<file path="src/rtl/adc_serial_reader_if.sv">
// adc_serial_reader_if: ADC pins plus the parallel sample/status bus of
// adc_serial_reader. The reader binds to the slave modport; the controlling
// logic (EN/DUMMY source, ADC pad model, downstream consumers) uses master.
interface adc_serial_reader_if #(
    parameter int unsigned DATA_BITS = 12
);
    logic                 EN_i;
    logic                 SDO_i;
    logic                 DUMMY_i;
    logic                 CS_o;
    logic                 SCLK_o;
    logic [DATA_BITS-1:0] ADC_o;
    logic                 VALID_o;
    logic                 FRAME_ERR_o;
    logic [7:0]           ERR_CNT_o;
    logic [31:0]          SAMPLE_CNT_o;
    logic                 BUSY_o;

    modport slave (
        input  EN_i, SDO_i, DUMMY_i,
        output CS_o, SCLK_o, ADC_o, VALID_o, FRAME_ERR_o, ERR_CNT_o, SAMPLE_CNT_o, BUSY_o
    );

    modport master (
        output EN_i, SDO_i, DUMMY_i,
        input  CS_o, SCLK_o, ADC_o, VALID_o, FRAME_ERR_o, ERR_CNT_o, SAMPLE_CNT_o, BUSY_o
    );
endinterface

</file>
<file path="src/rtl/adc_serial_reader.sv">
// adc_serial_reader: drives a 12-bit serial ADC (CS/SCLK/SDO, 16-bit frame with
// 4 leading zeros), runs back-to-back conversions while EN_i is high and
// presents each good sample with a one-cycle VALID_o strobe. Frames whose
// leading bits are not all zero are dropped and counted instead.
// Optional build macro ADC_DUMMY_EN adds an internal decaying test waveform
// selected by DUMMY_i; without it DUMMY_i is unused.
module adc_serial_reader #(
    parameter int unsigned CLK_DIV      = 1,
    parameter int unsigned FRAME_BITS   = 16,
    parameter int unsigned LEAD_ZEROS   = 4,
    parameter int unsigned QUIET_CYCLES = 2
) (
    input  logic              CLK_i,
    input  logic              RST_i,
    adc_serial_reader_if.slave bus
);
    localparam int unsigned DATA_BITS = FRAME_BITS - LEAD_ZEROS;
    localparam int unsigned QUIET_LEN = 2 * CLK_DIV * QUIET_CYCLES;
    localparam int unsigned DIV_W     = (CLK_DIV > 1) ? $clog2(CLK_DIV) : 1;
    localparam int unsigned BIT_W     = $clog2(FRAME_BITS);
    localparam int unsigned Q_W       = (QUIET_LEN > 1) ? $clog2(QUIET_LEN) : 1;

    typedef enum logic [2:0] {
        S_IDLE,
        S_ASSERT,
        S_SHIFT,
        S_DONE,
        S_QUIET
    } state_t;

    state_t                state_q, state_d;
    logic [DIV_W-1:0]      div_cnt_q, div_d;
    logic [BIT_W-1:0]      bit_cnt_q, bit_d;
    logic [Q_W-1:0]        quiet_cnt_q, quiet_d;
    logic                  phase_q, phase_d;   // 0 = SCLK low half, 1 = high half
    logic                  div_last;
    logic                  capture;
    logic                  frame_end;
    logic                  start_frame;
    logic                  cs_d, sclk_d;
    logic                  cs_q, sclk_q;
    logic [FRAME_BITS-1:0] shift_q;
    logic                  lead_bad;
    logic [DATA_BITS-1:0]  frame_data;
    logic [DATA_BITS-1:0]  adc_q;
    logic                  valid_q, err_q, busy_q;
    logic [7:0]            err_cnt_q;
    logic [31:0]           sample_cnt_q;

    assign div_last    = (div_cnt_q == DIV_W'(CLK_DIV - 1));
    assign start_frame = (state_d == S_ASSERT) && (state_q != S_ASSERT);

    // Next-state, counter and pin-level decode for the frame sequencer.
    always_comb begin
        state_d   = state_q;
        div_d     = div_cnt_q;
        bit_d     = bit_cnt_q;
        quiet_d   = quiet_cnt_q;
        phase_d   = phase_q;
        capture   = 1'b0;
        frame_end = 1'b0;
        case (state_q)
            S_IDLE: begin
                if (bus.EN_i) begin
                    state_d = S_ASSERT;
                    div_d   = '0;
                end
            end
            S_ASSERT: begin
                if (div_last) begin
                    state_d = S_SHIFT;
                    div_d   = '0;
                    bit_d   = '0;
                    phase_d = 1'b0;
                end else begin
                    div_d = div_cnt_q + 1'b1;
                end
            end
            S_SHIFT: begin
                if (!div_last) begin
                    div_d = div_cnt_q + 1'b1;
                end else begin
                    div_d = '0;
                    if (!phase_q) begin
                        phase_d = 1'b1;
                        capture = 1'b1;
                    end else if (bit_cnt_q == BIT_W'(FRAME_BITS - 1)) begin
                        state_d = S_DONE;
                    end else begin
                        phase_d = 1'b0;
                        bit_d   = bit_cnt_q + 1'b1;
                    end
                end
            end
            S_DONE: begin
                state_d   = S_QUIET;
                quiet_d   = '0;
                frame_end = 1'b1;
            end
            S_QUIET: begin
                if (quiet_cnt_q == Q_W'(QUIET_LEN - 1)) begin
                    state_d = bus.EN_i ? S_ASSERT : S_IDLE;
                    div_d   = '0;
                end else begin
                    quiet_d = quiet_cnt_q + 1'b1;
                end
            end
            default: state_d = S_IDLE;
        endcase
        // Pins are registered from the next state so they never glitch.
        cs_d   = !((state_d == S_ASSERT) || (state_d == S_SHIFT));
        sclk_d = !((state_d == S_SHIFT) && !phase_d);
    end

    // Sequencer registers, registered pins and SDO shift register.
    always_ff @(posedge CLK_i) begin
        if (RST_i) begin
            state_q     <= S_IDLE;
            div_cnt_q   <= '0;
            bit_cnt_q   <= '0;
            quiet_cnt_q <= '0;
            phase_q     <= 1'b0;
            cs_q        <= 1'b1;
            sclk_q      <= 1'b1;
            busy_q      <= 1'b0;
            shift_q     <= '0;
        end else begin
            state_q     <= state_d;
            div_cnt_q   <= div_d;
            bit_cnt_q   <= bit_d;
            quiet_cnt_q <= quiet_d;
            phase_q     <= phase_d;
            cs_q        <= cs_d;
            sclk_q      <= sclk_d;
            busy_q      <= (state_d != S_IDLE);
            if (capture) begin
                shift_q <= {shift_q[FRAME_BITS-2:0], bus.SDO_i};
            end
        end
    end

`ifdef ADC_DUMMY_EN
    logic                 dummy_act_q;
    logic [5:0]           dummy_f_q, dummy_f_d;
    logic [DATA_BITS-1:0] excess_q;

    assign dummy_f_d = dummy_act_q ? dummy_f_q + 6'd1 : 6'd0;

    // Latch the waveform select at each frame start and step the decay generator.
    always_ff @(posedge CLK_i) begin
        if (RST_i) begin
            dummy_act_q <= 1'b0;
            dummy_f_q   <= '0;
            excess_q    <= '0;
        end else if (start_frame) begin
            dummy_act_q <= bus.DUMMY_i;
            if (bus.DUMMY_i) begin
                dummy_f_q <= dummy_f_d;
                excess_q  <= (dummy_f_d == 6'd0) ? DATA_BITS'(1000)
                                                 : excess_q - (excess_q >> 3);
            end
        end
    end
`else
    logic unused_dummy;
    logic unused_start;
    assign unused_dummy = bus.DUMMY_i;
    assign unused_start = start_frame;
`endif

    // Frame verdict: leading-zero check and payload selection.
    always_comb begin
        lead_bad   = |shift_q[FRAME_BITS-1 -: LEAD_ZEROS];
        frame_data = shift_q[DATA_BITS-1:0];
`ifdef ADC_DUMMY_EN
        if (dummy_act_q) begin
            lead_bad   = 1'b0;
            frame_data = DATA_BITS'(550) + excess_q;
        end
`endif
    end

    // Sample output, strobes and statistics, updated from the DONE cycle.
    always_ff @(posedge CLK_i) begin
        if (RST_i) begin
            adc_q        <= '0;
            valid_q      <= 1'b0;
            err_q        <= 1'b0;
            err_cnt_q    <= '0;
            sample_cnt_q <= '0;
        end else begin
            valid_q <= 1'b0;
            err_q   <= 1'b0;
            if (frame_end) begin
                if (!lead_bad) begin
                    adc_q        <= frame_data;
                    valid_q      <= 1'b1;
                    sample_cnt_q <= sample_cnt_q + 32'd1;
                end else begin
                    err_q <= 1'b1;
                    if (err_cnt_q != 8'hFF) begin
                        err_cnt_q <= err_cnt_q + 8'd1;
                    end
                end
            end
        end
    end

    assign bus.CS_o         = cs_q;
    assign bus.SCLK_o       = sclk_q;
    assign bus.ADC_o        = adc_q;
    assign bus.VALID_o      = valid_q;
    assign bus.FRAME_ERR_o  = err_q;
    assign bus.ERR_CNT_o    = err_cnt_q;
    assign bus.SAMPLE_CNT_o = sample_cnt_q;
    assign bus.BUSY_o       = busy_q;
endmodule

</file>
<file path="src/flat_wrapper.sv">
// flat-port wrapper written by rule: the top's interface ports become plain ports
module adc_serial_reader_flat 
#(
    parameter int unsigned CLK_DIV      = 1,
    parameter int unsigned FRAME_BITS   = 16,
    parameter int unsigned LEAD_ZEROS   = 4,
    parameter int unsigned QUIET_CYCLES = 2
)
  (CLK_i, RST_i, bus_EN_i, bus_SDO_i, bus_DUMMY_i, bus_CS_o, bus_SCLK_o, bus_ADC_o, bus_VALID_o, bus_FRAME_ERR_o, bus_ERR_CNT_o, bus_SAMPLE_CNT_o, bus_BUSY_o);
  adc_serial_reader_if #(.DATA_BITS(12)) bus_i ();
  input  logic CLK_i;
  input  logic RST_i;
  input wire logic [$bits(bus_i.EN_i)-1:0] bus_EN_i;
  input wire logic [$bits(bus_i.SDO_i)-1:0] bus_SDO_i;
  input wire logic [$bits(bus_i.DUMMY_i)-1:0] bus_DUMMY_i;
  output wire logic [$bits(bus_i.CS_o)-1:0] bus_CS_o;
  output wire logic [$bits(bus_i.SCLK_o)-1:0] bus_SCLK_o;
  output wire logic [$bits(bus_i.ADC_o)-1:0] bus_ADC_o;
  output wire logic [$bits(bus_i.VALID_o)-1:0] bus_VALID_o;
  output wire logic [$bits(bus_i.FRAME_ERR_o)-1:0] bus_FRAME_ERR_o;
  output wire logic [$bits(bus_i.ERR_CNT_o)-1:0] bus_ERR_CNT_o;
  output wire logic [$bits(bus_i.SAMPLE_CNT_o)-1:0] bus_SAMPLE_CNT_o;
  output wire logic [$bits(bus_i.BUSY_o)-1:0] bus_BUSY_o;
  assign bus_i.EN_i = bus_EN_i;
  assign bus_i.SDO_i = bus_SDO_i;
  assign bus_i.DUMMY_i = bus_DUMMY_i;
  assign bus_CS_o = bus_i.CS_o;
  assign bus_SCLK_o = bus_i.SCLK_o;
  assign bus_ADC_o = bus_i.ADC_o;
  assign bus_VALID_o = bus_i.VALID_o;
  assign bus_FRAME_ERR_o = bus_i.FRAME_ERR_o;
  assign bus_ERR_CNT_o = bus_i.ERR_CNT_o;
  assign bus_SAMPLE_CNT_o = bus_i.SAMPLE_CNT_o;
  assign bus_BUSY_o = bus_i.BUSY_o;
  adc_serial_reader #(.CLK_DIV(CLK_DIV), .FRAME_BITS(FRAME_BITS), .LEAD_ZEROS(LEAD_ZEROS), .QUIET_CYCLES(QUIET_CYCLES)) u_core (.CLK_i(CLK_i), .RST_i(RST_i), .bus(bus_i));
endmodule
</file>
<file path="config.mk">
export PLATFORM = sky130hd
export DESIGN_NAME = adc_serial_reader_flat
export DESIGN_NICKNAME = d
export VERILOG_FILES = /design/src/rtl/adc_serial_reader_if.sv /design/src/rtl/adc_serial_reader.sv /design/src/flat_wrapper.sv
export SDC_FILE = /design/constraint.sdc
export NUM_CORES = 1
export LEC_CHECK = 0
export BUFFER_PORTS_ARGS = -buffer_cell sky130_fd_sc_hd__buf_2
export CAP_MARGIN = 10
export CELL_PAD_IN_SITES_DETAIL_PLACEMENT = 0
export CELL_PAD_IN_SITES_GLOBAL_PLACEMENT = 2
export CORE_UTILIZATION = 29
export DETAILED_ROUTE_END_ITERATION = 16
export PLACE_DENSITY_LB_ADDON = 0.1
export REMOVE_ABC_BUFFERS = 1
export SLEW_MARGIN = 20
export SYNTH_ARGS = -nofsm -noshare
export SYNTH_HDL_FRONTEND = slang
export SYNTH_SLANG_ARGS = --single-unit
</file>
<file path="constraint.sdc">
create_clock -name CLK_i -period 1.97 [get_ports CLK_i]
set_input_delay 0.394 -clock CLK_i [delete_from_list [all_inputs] [get_ports CLK_i]]
set_output_delay 0.394 -clock CLK_i [all_outputs]
set_load 0.005 [all_outputs]
</file>
==> impl_results.md, run 1 <==
- Setup violators final: 13
- Detailed-route via count: 3,505
- Delay-heaviest family, CP: simple AND/OR/NAND/NOR gates
- Core Util, Final: between 40 and 50%
- CTS tree: done
- Overall routing resource usage: 16.5%
- Max clock buf depth: 2
- GRT Residual Overflow: 0
- Critical-path maximum fanout: 4
- I/O pin count: slightly above 60
- Worst setup SP type: flip-flop
- Crit-path most repeated cell: or4_4
- Synth area leaders: dfxtp_1 46%, a21oi_1 7.8%, nand2_1 7.7%, or4_1 4.0%, o31ai_1 3.4%
- Maximum number of pins on one net before global-route repair: 22
- H-tree levels: 3
- Failing checks: setup timing
- Worst Skew: about 0.0031 ns
- Fin cells: roughly 700
- Netlist cell types: 45
- # diodes: 0
- Area share of the leading cell type in the synthesized netlist: 46.4%
- DR vias/cell: 5.11
- Syn Inst Count: 429
- Syn Area/Cell: about 8.3 sq um
- Routed Antenna Nets: 0
- GP Congestion: between 0.7 and 0.8
- Cell count after placement: approximately 670
- VDD IR max: 0.000515 V
- Fmax: a little under 0.5 GHz
- Sequential share of the synthesized area: a little under half
- Critical path class: reg -> reg
- P&R area growth vs syn: 34.5%
- Core ar.: between 10,000 and 15,000 sq um
- WP data required: about 2.3 ns
- Synth Register Bits: 83
- Rows: 40
- Run status: complete, but fails checks
- Worst hold slack: 0.280 ns
- Worst skew pair latency: approximately 0.35 ns
- Residual DRC: 0
- Worst setup EP type: flip-flop
- Clock Pin Slew Worst Setup and Hold Paths: roughly 0.06 ns
- Area leader, netlist: dfxtp_1
- CP Cell Sequence: or4_4 > buf_6 > or4_4 > or3_1 > a21oi_1
- Worst slew pin tran: roughly 0.57 ns
- CP Data Arrival Time: ~2.3 ns
- Input/output buffers: 60
- Mapped cell area: roughly 3600 sq um
- DR iter-0 viols: approximately 140
- HPWL Detailed: slightly below 7 mm
- First-pass GRT wire length: 16.5 mm
- Initial antenna violation count: 0
- DR WL/cell: 14.5 um
- Drt first pass iters: 4
- Leakage: roughly 0.0019 uW
- Number of global-route vias before repair: 3,302
- CP max stage delay: about 0.57 ns
- Layout cells sized above 1: 28.4%
- CTS root buf: clkbuf_16
- Die height: approximately 110 um
- Commonest non-fill, non-tap cell in the layout: dfxtp_1
- Setup ws final: -0.0716 ns
- Synth warn: 0
- Hold WC Path Type: in -> reg
- Die W: 113 um
- Final Hold Fails: 0
- RSZ-0062 raised after global routing: yes
- Starting Density: a little under 30%
- Rel. slew slack: between 60% and 70%
- Commonest cells after routing, fill and taps aside: 83 x dfxtp_1, 73 x nand2_1, 60 x buf_2, 55 x a21oi_1, 54 x buf_4
- Power per Cell Area: 753 nW/um^2
- Sink Count: 83
- DIE AREA: 12,800 sq um
- Final slew viol count: 0
- Slowest cell on crit path: or4_4
- Filler cell count: between 1,000 and 1,500
- CTS Buf Count: 9
- Routed WL: just under 10 mm
- Final min period: slightly above 2 ns
- Tot Pwr: roughly 3600 uW
- Period utilization: 104%
- Critical path buffer and inverter count: 1
- Final layout net count: approximately 540
- Max cap viols: 0
==> power breakdown <==
group / switching (uW) / internal [uW]
clock network: 696 / 1040
logic: 113 / 62.6
registers: 12.0 / 1700
total: 822 / 2800
==> cell families after synthesis <==
kind of cell               synth area share [%]
xor gates and xnor gates                   2.69
DFF                                        46.4
muxes                                      1.82
AOI/OAI and AO/OA                          16.7
buffers and inverters                      3.11
adders and majority gates                  1.40
and+or+nand+nor                            27.9
==> registers in the layout, summed over array words and instances, names as in the netlist, 2 cells and up <==
name / flops
u_core.state_q: 3
u_core.bus.SAMPLE_CNT_o: 32
u_core.bus.ADC_o: 12
u_core.bit_cnt_q: 4
u_core.quiet_cnt_q: 2
u_core.bus.ERR_CNT_o: 8
u_core.shift_q: 16
==> path summary, 6_finish.rpt <==
| kind | slack (ns) | cells after the start | end | start |
|---|---|---|---|---|
| hold / removal | 0.28 | 3 | u_core.shift_q[0] | bus_SDO_i |
| setup reg to reg | -0.07 | 5 | u_core.bus.SAMPLE_CNT_o[8] | u_core.shift_q[13] |
| hold reg to reg | 0.45 | 2 | u_core.bus.ADC_o[10] | u_core.bus.ADC_o[10] |
| setup / recovery | -0.07 | 5 | u_core.bus.SAMPLE_CNT_o[8] | u_core.shift_q[13] |
==> synth_stat cells <==
cell	instances
a211oi_1	1
a21oi_1	56
a22o_1	1
a22oi_1	1
a31oi_1	1
a32oi_1	1
and2_1	1
and3_1	6
and3b_1	1
and4_1	5
buf_1	1
buf_2	1
clkbuf_1	20
clkbuf_2	1
dfxtp_1	83
ha_1	4
inv_1	6
mux2_2	4
mux2i_1	2
nand2_1	73
nand2b_1	2
nand3_1	18
nand3b_1	3
nand4_1	9
nor2_1	25
nor2b_1	4
nor3_1	6
nor3b_1	1
nor4_1	9
nor4b_1	1
o2111ai_1	2
o211ai_1	1
o21a_1	2
o21ai_0	13
o311ai_0	2
o31a_1	2
o31ai_1	16
o41ai_1	2
or2_2	2
or3_1	8
or3b_2	1
or4_1	19
or4_4	1
xnor2_1	7
xor2_1	4
==> worst register-to-register path, delay by kind of cell, from the launching register on <==
family,cells,cell delay (ns)
AO/OA/AOI/OAI,1,0.14
buffers and inverters,1,0.15
flip-flops,1,0.31
AND/OR/NAND/NOR,3,1.38
==> routing by layer <==
layer / GRT usage, % / vias to the layer above / wire length [um]
met5: 0 / - / 0
met4: 6.05 / 0 / 193
met3: 4.23 / 14 / 340
met2: 27.6 / 54 / 4710
met1: 20.5 / 1661 / 4700
li1: - / 1776 / -
==> per-stage QoR <==
step	setup WS (ns)	instance area, sq um	setup TNS [ns]
final	-0.0716	4810	-0.507
after global routing	-0.119	4810	-1.21
after CTS	-0.119	4730	-1.32
after detailed placement	-0.281	4380	-3.00
after global placement	-0.240	4380	-2.44
after floorplan	-0.222	3490	-2.37
==> cell type report <==
type                            count  area, sq um  area share, %
Clock buffer                       11          253           5.25
Clock inverter                      4         50.0           1.04
Inverter                            6         22.5          0.468
Multi-Input combinational cell    317         1880           39.1
Sequential cell                    83         1660           34.5
Tap cell                          147          184           3.82
Timing Repair Buffer              118          759           15.8
==> what timing repair did <==
| action | CTS | global route |
|---|---|---|
| setup buffers | 1 | 3 |
| gates resized for setup | 9 | 11 |
| endpoints found under the setup margin | 14 | 23 |
| hold buffers | 0 | 0 |
| pin swaps | 12 | 7 |
Power figures use the tool's default switching activity.
==> inputs of run 2 (changes only) <==
Settings changed: PLACE_DENSITY from default to 0.84, PLACE_DENSITY_LB_ADDON 0.1 to default.
==> run 2 against run 1 <==
Net effect:
- clock skew increased by 0.0076 ns
- clock power decreased by 2%
- sequential power about the same
- final cell count decreased by 0.15%
- critical path depth increased by 3
- non-clock buffer count decreased by 2
- combinational power about the same
- the run still ends with setup timing left
- core utilization increased by 0.79 points
- worst hold slack improved by 0.0088 ns
- flip-flop and latch count unchanged
==> impl_results.md, run 2 (synthesized netlist as in run 1, its figures left out) <==
- Run status: complete, but fails checks (unchanged)
- Failing checks: setup timing (unchanged)
- Starting Density: 29.8% (unchanged)
- Period utilization: 109% (was 104%)
- Initial antenna violation count: 0 (unchanged)
- I/O pin count: 62 (unchanged)
- FF-to-FF setup slack: -0.17 ns (was -0.07 ns)
- H-tree levels: 3 (unchanged)
- Number of global-route vias before repair: 3,237 (was 3,302)
- Worst R2R Path Depth: 8 (was 5)
- Setup ws final: -0.168 ns (was -0.0716 ns)
- Worst setup SP type: flip-flop (unchanged)
- WHS Path Cells: 3 (unchanged)
- Leakage: 0.00192 uW (was 0.00190 uW)
- CTS tree: done (unchanged)
- R2r startpoint: u_core.shift_q[15] (was u_core.shift_q[13])
- Worst skew pair latency: 0.35 ns (about the same)
- CTS root buf: clkbuf_16 (unchanged)
- Routed Antenna Nets: 0 (unchanged)
- Hold WC Path Type: in -> reg (unchanged)
- Worst hold slack: 0.289 ns (was 0.280 ns)
- GP Congestion: 0.793 (was 0.730)
- Final min period: 2.14 ns (was 2.04 ns)
- First-pass GRT wire length: 15.9 mm (was 16.5 mm)
- Max clock buf depth: 2 (unchanged)
- Drt first pass iters: 4 (unchanged)
- VDD IR max: 0.000649 V (was 0.000515 V)
- # diodes: 0 (unchanged)
- Clock Pin Slew Worst Setup and Hold Paths: 0.06 ns (about the same)
- Slowest cell on crit path: or4_4 (unchanged)
- P&R area growth vs syn: 37.2% (was 34.5%)
- RSZ-0062 raised after global routing: yes (unchanged)
- Final Hold Fails: 0 (unchanged)
- Die W: 113 um (unchanged)
- DIE AREA: 12,800 sq um (unchanged)
- Routed WL: 9.76 mm (was 9.94 mm)
- Rel. slew slack: 64.2% (was 61.9%)
- Hold Startpoint: bus_SDO_i (unchanged)
- Pre-CTS setup slack: -0.287 ns (was -0.281 ns)
- Commonest cells after routing, fill and taps aside: 80 x dfxtp_1, 73 x nand2_1, 60 x buf_2, 50 x a21oi_1, 48 x buf_4 (was 83 x dfxtp_1, 73 x nand2_1, 60 x buf_2, 55 x a21oi_1, 54 x buf_4)
- DR iter-0 viols: 157 (was 136)
- Layout cells sized above 1: 31.4% (was 28.4%)
- Final layout net count: 542 (was 544)
- # hold bufs at CTS: 0 (unchanged)
- Reg-to-Reg End: u_core.bus.SAMPLE_CNT_o[16] (was u_core.bus.SAMPLE_CNT_o[8])
- CP Cell Sequence: buf_4 > buf_6 > nor4_4 > buf_4 > nand4_1 > buf_6 > or4_4 > a21oi_2 (was or4_4 > buf_6 > or4_4 > or3_1 > a21oi_1)
- CP max stage delay: 0.51 ns (was 0.57 ns)
- Tot Pwr: 3580 uW (was 3620 uW)
- Power per Cell Area: 730 nW/um^2 (was 753 nW/um^2)
- Critical path class: reg -> reg (unchanged)
- Critical-path maximum fanout: 6 (was 4)
- Core ar.: 12,000 sq um (unchanged)
- Max cap viols: 0 (unchanged)
- Sink Count: 83 (unchanged)
- Rows: 40 (unchanged)
- Final slew viol count: 0 (unchanged)
- Fmax: 0.468 GHz (was 0.490 GHz)
- Worst setup EP type: flip-flop (unchanged)
- Die height: 113 um (unchanged)
- DR WL/cell: 14.2 um (was 14.5 um)
- Fin cells: 685 (was 686)
- Max reg flops: 32 (unchanged)
- GRT Residual Overflow: 0 (unchanged)
- Cell count after placement: 659 (was 667)
- WP data required: 2.24 ns (was 2.25 ns)
- Commonest non-fill, non-tap cell in the layout: dfxtp_1 (unchanged)
- CTS Buf Count: 9 (unchanged)
- Overall routing resource usage: 15.7% (was 16.5%)
- CP Data Arrival Time: 2.41 ns (was 2.32 ns)
- Worst Skew: 0.0108 ns (was 0.00312 ns)
- Detailed-route via count: 3,564 (was 3,505)
- Maximum number of pins on one net before global-route repair: 24 (was 22)
- Input/output buffers: 60 (unchanged)
- Worst slew pin tran: 0.532 ns (was 0.569 ns)
- Setup violators final: 22 (was 13)
- Core Util, Final: 40.9% (was 40.1%)
- WHS Endpoint: u_core.shift_q[0] (unchanged)
- Residual DRC: 0 (unchanged)
- DR vias/cell: 5.20 (was 5.11)
- HPWL Detailed: 6.74 mm (was 6.96 mm)
==> run 2: cell count changes in the layout (fill, tap and decap cells not counted), moves of 5 or more <==
cell     previous run  this run
buf_4              54        48
a21oi_2             1         6
a21oi_1            55        50
buf_6               3         8
==> run 2: worst max-delay path by stage <==
stage                  startpoint                          end  slack [ns]  cells past startpoint
2_1_floorplan  u_core.shift_q[13]  u_core.bus.SAMPLE_CNT_o[21]       -0.22                      4
3_3_place_gp   u_core.shift_q[13]  u_core.bus.SAMPLE_CNT_o[11]       -0.25                      4
3_5_place_dp   u_core.shift_q[13]  u_core.bus.SAMPLE_CNT_o[11]       -0.29                      4
4_1_cts        u_core.shift_q[15]  u_core.bus.SAMPLE_CNT_o[21]       -0.15                      4
5_1_grt        u_core.shift_q[15]  u_core.bus.SAMPLE_CNT_o[16]       -0.23                      8
6_report       u_core.shift_q[15]  u_core.bus.SAMPLE_CNT_o[16]       -0.17                      8
==> run 2: through the flow <==
stage / TNS (ns) / instance area [sq um]
global route: -3.83 / 4910
detailed placement: -3.32 / 4320
global placement: -2.72 / 4320
CTS: -1.56 / 4710
floorplan: -2.37 / 3490
finish: -2.29 / 4910
==> run 2: layer usage <==
metal  share of wire [%]  track usage, %  vias up  routed length (um)
met5                   0               0        -                   0
met1                  45            19.3     1717                4400
met3                 4.5            5.36       10                 442
met2                  49            26.0       68                4790
met4                 1.3            4.39        0                 123
li1                    -               -     1769                   -
==> run 2: repair_timing <==
action | 4_1_cts | 5_1_grt
resized for setup | 16 | 32
gates cloned | 0 | 1
pin swaps | 13 | 16
setup endpoints to repair | 16 | 29
buffers inserted | 2 | 7
==> run 2: report_power, final <==
group | internal, uW | switching, uW | total (uW)
clock | 988 | 710 | 1700
combinational | 59.5 | 116 | 175
sequential | 1700 | 12.2 | 1710
total | 2740 | 838 | 3580
==> run 2: cell type report <==
class,count,area [sq um]
timing repair buffer,116,751
multi-input combinational,317,1990
tap,147,184
sequential,83,1670
clock inverter,7,75.1
clock buffer,9,225
fill,1246,7100
inverter,6,22.5
==> run 2: critical path: cells and delay by family, from the launching register on <==
| kind | cells | cell delay (ns) |
|---|---|---|
| simple gates | 3 | 0.98 |
| buf+inv | 4 | 0.63 |
| flops | 1 | 0.32 |
| compound gates | 1 | 0.12 |
